`src/rtl/inst_fetch_ctrl.sv`:
```
// Instruction-fetch controller: single-cycle cache hits, four-byte little-endian
// memory refill on a miss (with cache fill), and flush-driven abort of any fetch.
module inst_fetch_ctrl #(
  parameter int ADDR_W = 32,
  parameter int INST_W = 32
) (
  input  logic              clk,
  input  logic              rst,
  input  logic              if_req_i,
  input  logic [ADDR_W-1:0] if_pc_i,
  input  logic              flush_i,
  output logic              if_ready_o,
  output logic              inst_valid_o,
  output logic [INST_W-1:0] inst_o,
  output logic [ADDR_W-1:0] inst_pc_o,
  output logic              cache_query_o,
  output logic [ADDR_W-1:0] query_addr_o,
  input  logic              inst_hit_i,
  input  logic [INST_W-1:0] inst_cache_i,
  output logic              cache_enable_o,
  output logic [ADDR_W-1:0] cache_addr_o,
  output logic [INST_W-1:0] cache_data_o,
  output logic              mem_req_o,
  output logic [ADDR_W-1:0] mem_addr_o,
  input  logic              mem_grant_i,
  input  logic [7:0]        mem_rdata_i
);

  typedef enum logic {IDLE, FETCH} state_t;

  localparam logic [ADDR_W-1:0] ALIGN_MASK = ~ADDR_W'(3);

  state_t            r_state;
  logic [2:0]        r_cnt;
  logic              r_rd_pend;
  logic [ADDR_W-1:0] r_pc_lat;
  logic [23:0]       r_asm;
  logic              r_inst_valid;
  logic [INST_W-1:0] r_inst;
  logic [ADDR_W-1:0] r_inst_pc;
  logic              r_cache_en;
  logic [ADDR_W-1:0] r_cache_addr;
  logic [INST_W-1:0] r_cache_data;

  logic [ADDR_W-1:0] w_pc_a;
  logic              w_accept;
  logic              w_fwd;
  logic              w_hit;
  logic [INST_W-1:0] w_hit_data;
  logic              w_mem_req;
  logic              w_issue;
  logic              w_last_capture;
  logic [INST_W-1:0] w_word;

  assign w_pc_a   = if_pc_i & ALIGN_MASK;
  assign w_accept = (r_state == IDLE) && if_req_i && !flush_i;

  // A fill registered last edge is not yet visible in the cache array, so bypass it.
  assign w_fwd      = r_cache_en && (r_cache_addr == w_pc_a);
  assign w_hit      = w_fwd || inst_hit_i;
  assign w_hit_data = w_fwd ? r_cache_data : inst_cache_i;

  assign w_mem_req      = (r_state == FETCH) && (r_cnt < 3'd4) && !flush_i;
  assign w_issue        = w_mem_req && mem_grant_i;
  assign w_last_capture = (r_state == FETCH) && r_rd_pend && (r_cnt == 3'd4);
  assign w_word         = {mem_rdata_i, r_asm};

  assign if_ready_o    = (r_state == IDLE);
  assign cache_query_o = w_accept;
  assign query_addr_o  = w_accept ? w_pc_a : '0;
  assign mem_req_o     = w_mem_req;
  assign mem_addr_o    = w_mem_req ? (r_pc_lat + ADDR_W'(r_cnt)) : '0;

  assign inst_valid_o   = r_inst_valid;
  assign inst_o         = r_inst;
  assign inst_pc_o      = r_inst_pc;
  assign cache_enable_o = r_cache_en;
  assign cache_addr_o   = r_cache_addr;
  assign cache_data_o   = r_cache_data;

  always_ff @(posedge clk) begin
    if (rst) begin
      r_state      <= IDLE;
      r_cnt        <= '0;
      r_rd_pend    <= 1'b0;
      r_pc_lat     <= '0;
      r_asm        <= '0;
      r_inst_valid <= 1'b0;
      r_inst       <= '0;
      r_inst_pc    <= '0;
      r_cache_en   <= 1'b0;
      r_cache_addr <= '0;
      r_cache_data <= '0;
    end else begin
      r_inst_valid <= 1'b0;
      r_cache_en   <= 1'b0;
      if (flush_i) begin
        r_state   <= IDLE;
        r_cnt     <= '0;
        r_rd_pend <= 1'b0;
      end else begin
        case (r_state)
          IDLE: begin
            if (w_accept) begin
              if (w_hit) begin
                r_inst_valid <= 1'b1;
                r_inst       <= w_hit_data;
                r_inst_pc    <= w_pc_a;
              end else begin
                r_pc_lat  <= w_pc_a;
                r_cnt     <= '0;
                r_rd_pend <= 1'b0;
                r_state   <= FETCH;
              end
            end
          end
          FETCH: begin
            if (w_issue) r_cnt <= r_cnt + 3'd1;
            r_rd_pend <= w_issue;
            // Byte (cnt-1) arrives the cycle after its issue; byte 3 goes straight out.
            if (r_rd_pend) begin
              case (r_cnt)
                3'd1:    r_asm[7:0]   <= mem_rdata_i;
                3'd2:    r_asm[15:8]  <= mem_rdata_i;
                3'd3:    r_asm[23:16] <= mem_rdata_i;
                default: ;
              endcase
            end
            if (w_last_capture) begin
              r_inst_valid <= 1'b1;
              r_inst       <= w_word;
              r_inst_pc    <= r_pc_lat;
              r_cache_en   <= 1'b1;
              r_cache_addr <= r_pc_lat;
              r_cache_data <= w_word;
              r_cnt        <= '0;
              r_rd_pend    <= 1'b0;
              r_state      <= IDLE;
            end
          end
        endcase
      end
    end
  end

endmodule

```
`config.mk`:
```
export PLATFORM = sky130hd
export DESIGN_NAME = inst_fetch_ctrl
export DESIGN_NICKNAME = d
export VERILOG_FILES = /design/src/rtl/inst_fetch_ctrl.sv
export SDC_FILE = /design/constraint.sdc
export NUM_CORES = 1
export LEC_CHECK = 0
export CAP_MARGIN = 20
export CORE_MARGIN = 5
export CORE_UTILIZATION = 49
export CTS_BUF_LIST = sky130_fd_sc_hd__clkbuf_4
export CTS_CLUSTER_SIZE = 8
export DETAILED_ROUTE_END_ITERATION = 7
export GPL_ROUTABILITY_DRIVEN = 1
export PLACE_DENSITY = 0.89
export SLEW_MARGIN = 5
export SYNTH_ARGS = -nofsm -noshare
export SYNTH_HDL_FRONTEND = slang
export SYNTH_SLANG_ARGS = --single-unit
```
`constraint.sdc`:
```
create_clock -name clk -period 2.9 [get_ports clk]
set_input_delay 0.58 -clock clk [delete_from_list [all_inputs] [get_ports clk]]
set_output_delay 0.58 -clock clk [all_outputs]
set_load 0.01 [all_outputs]
```
==> flow_summary.ini <==
[layout]
syn2layout_area_growth_pct = 43.6
final_cell_mix = 213 x sky130_fd_sc_hd__clkdlybuf4s50_1, 178 x sky130_fd_sc_hd__dfxtp_1, 150 x sky130_fd_sc_hd__nand2_1
layout.nets = 1473
final_common_cell = sky130_fd_sc_hd__clkdlybuf4s50_1
layout_cells_sized_above_1 = 0.173
post-route-cell-area_mm2 = 0.0133
num-fill-cells = 1327

[worst_setup_path]
timing.critical_path.required_ps = 2320
setup.worst_path.start_class = register
worstSetupEndpointType = primary output
critPathArrivalTime_ps = 2670
worstSetupPathType = register to primary output
crit_path_max_fanout = 3

[floorplanning]
floorplan.rows = 50
start_util = 0.495
dieArea_mm2 = 0.0217
dieWidth_um = 147
die_height_um = 147
design.core.area_mm2 = 0.0186
io_pins = 275

[logic_synthesis]
number_of_unique_standard_cell_types_used_by_synthesis = 47
async_flop_share = 0
synth.ff_latch_count = 185
synth_ff_type = sky130_fd_sc_hd__dfxtp_1
postSynthCellCount = 1076
synth_enable_flop_cells = 0
seq_total_area_yosys = 0.401
synth.avg_cell_area_um2 = 8.58
syn-cell-area_mm2 = 0.00923
ys_warn_count = 0

[placed_design]
dpl.hpwl_mm = 22.9
gp_congestion = 0.893
placedInstanceArea_mm2 = 0.0127
dp_worst_setup_slack_ps = -192
io_buffers = 266

[timing]
worst_slew_pin_slew_ps = 674
finalClockSkew_ps = 24.5
post-route-period-util = 1.12
worst_hold_slack_ps = 365
setup_slack_ps = -349
slew_headroom = 0.551
fin_crit_ps = 3250
fmaxAchievable_ghz = 0.308
drv_slew = 0
number_of_endpoints_with_negative_hold_slack_in_the_final_report = 0
timing.final.setup_violations = 17
unrepaired_setup_endpoints_after_global_routing = yes
fin_tns_setup_ps = -2750

[hold_path]
worst_hold_path_type = input pin to register

[pwr]
peakVddDrop_mv = 0.270
power.density_mw_per_mm2 = 374
p_sw_frac = 0.287
internal_portion_of_total_power_w = 0.00353
power_frac_seq = 0.533
share_comb_of_total_power = 0.159
power.leakage_nw = 4.74
net-switching-power_w = 0.00142
share_clk_of_total_power = 0.308
total_power_w = 0.00496

[cts]
worst_setup_hold_path_clk_slew_ps = 160
cts.sink_count = 185
clock_tree.htree_level_count = 4
insertion_delay_ps = 620
cts_made_buffers = 17
ctsHoldBuffers = 0
cts_tree = yes
clockRootBuffer = sky130_fd_sc_hd__clkbuf_4
clock_tree.buffer_depth = 2

[drt]
drt-wirelength-per-cell_um = 21.0
via_count = 9809
vias_cell = 5.99
dr.first_iter.drc_count = 844
drc = 0
wl_mm = 34.4
drt.antenna.violating_nets = 0
detailedRoute.firstPassIterationCount = 8

[global_routing]
grt_max_degree = 57
grt_pass1_vias = 9512
grtUsageTotal = 0.296
grt_antenna_before_repair = 2
grt_remaining_overflow = 0
grt_first_pass_wirelength_mm = 51.8

[flow_run]
drv.max_cap_violation_count = 0

[run_status]
violations = setup timing
outcome = finished with violations
[synth_stat cells, drive strengths merged, types with 2 or more instances]
library cell / instances / area (um^2)
or4: 2 / 22.5
or2: 2 / 12.5
mux2i: 76 / 761
dfxtp: 185 / 3700
a211oi: 63 / 613
nor3: 5 / 25.0
o32ai: 32 / 280
a21oi: 107 / 536
a21boi: 32 / 240
ha: 7 / 87.6
nand2: 152 / 571
xnor2: 38 / 333
nor4: 4 / 43.8
buf: 26 / 193
inv: 40 / 150
or3: 6 / 37.5
o21ai: 6 / 41.3
a31oi: 2 / 12.5
nor2: 86 / 338
clkbuf: 72 / 270
and3: 2 / 12.5
nand4: 21 / 138
o2111ai: 32 / 280
and2: 34 / 213
and4: 3 / 26.3
nand3: 16 / 80.1
xor2: 16 / 140
[worst paths after layout]
check	startpoint	to	slack, ps	cells past startpoint
max	r_pc_lat[19]	mem_addr_o[31]	-350	9
min	rst	r_asm[12]	370	2
max reg2reg	cache_addr_o[4]	inst_o[17]	440	8
min reg2reg	r_asm[6]	cache_data_o[6]	470	2
[cells by family after synthesis]
group,share of synthesized area
other cells,0.000406
mux,0.0824
xor+xnor,0.0512
simple gates,0.166
fa+ha+maj,0.00949
compound gates,0.223
buf+inv,0.0664
flops,0.401
[sequential cells by signal, summed over array words and instances (netlist names)]
register,cells
cache_addr_o,30
r_cnt,3
inst_valid_o,1
r_asm,24
r_pc_lat,30
r_state,1
inst_o,32
cache_enable_o,1
r_rd_pend,1
inst_pc_o,30
cache_data_o,32
[power groups by stage]
stage	Combinational [W]	Clock, W	Sequential (W)
after floorplan	0.000338	0	0.00271
after global placement	0.000738	0	0.00269
after detailed placement	0.000755	0	0.00269
after CTS	0.000770	0.00153	0.00264
after global routing	0.000831	0.00164	0.00265
final	0.000789	0.00153	0.00264
[stage by stage]
stage                     utilization  instances
final                           0.711       1638
after CTS                       0.705       1625
after detailed placement        0.680       1579
after global routing            0.711       1637
after global placement          0.680       1579
after floorplan                     -       1081
[layer usage]
layer / vias to the layer above / track usage / routed length, um
met2: 556 / 0.494 / 16600
met3: 149 / 0.0706 / 3110
met5: - / 0 / 0
met1: 4673 / 0.359 / 13000
met4: 0 / 0.147 / 1760
li1: 4431 / - / -
[layout make-up]
cell class	instances	area, um^2	share of cell area
antenna	3	7.51	0.000566
sequential	185	3710	0.280
tap	234	293	0.0221
clock inverter	14	163	0.0123
multi-input combinational	758	5110	0.385
timing repair buffer	386	3690	0.278
inverter	40	150	0.0113
clock buffer	18	135	0.0102
[worst max-delay path, cell delays in order, from the launching register on]
cell,delay [ps]
sky130_fd_sc_hd__dfxtp_2,370
sky130_fd_sc_hd__and4_4,250
sky130_fd_sc_hd__nand4_1,170
sky130_fd_sc_hd__buf_4,200
sky130_fd_sc_hd__nor4_4,310
sky130_fd_sc_hd__buf_4,180
sky130_fd_sc_hd__nand4_1,150
sky130_fd_sc_hd__xor2_1,180
sky130_fd_sc_hd__nor2_1,110
sky130_fd_sc_hd__buf_4,160
[timing repair]
| item | CTS | global route |
|---|---|---|
| resized for setup | 130 | 43 |
| gates cloned | 3 | 1 |
| setup buffers | 11 | 9 |
| hold endpoints to repair | 0 | 0 |
| pin swaps | 8 | 15 |
| setup endpoints to repair | 62 | 44 |
No activity file was read; power rests on OpenSTA's default activity.
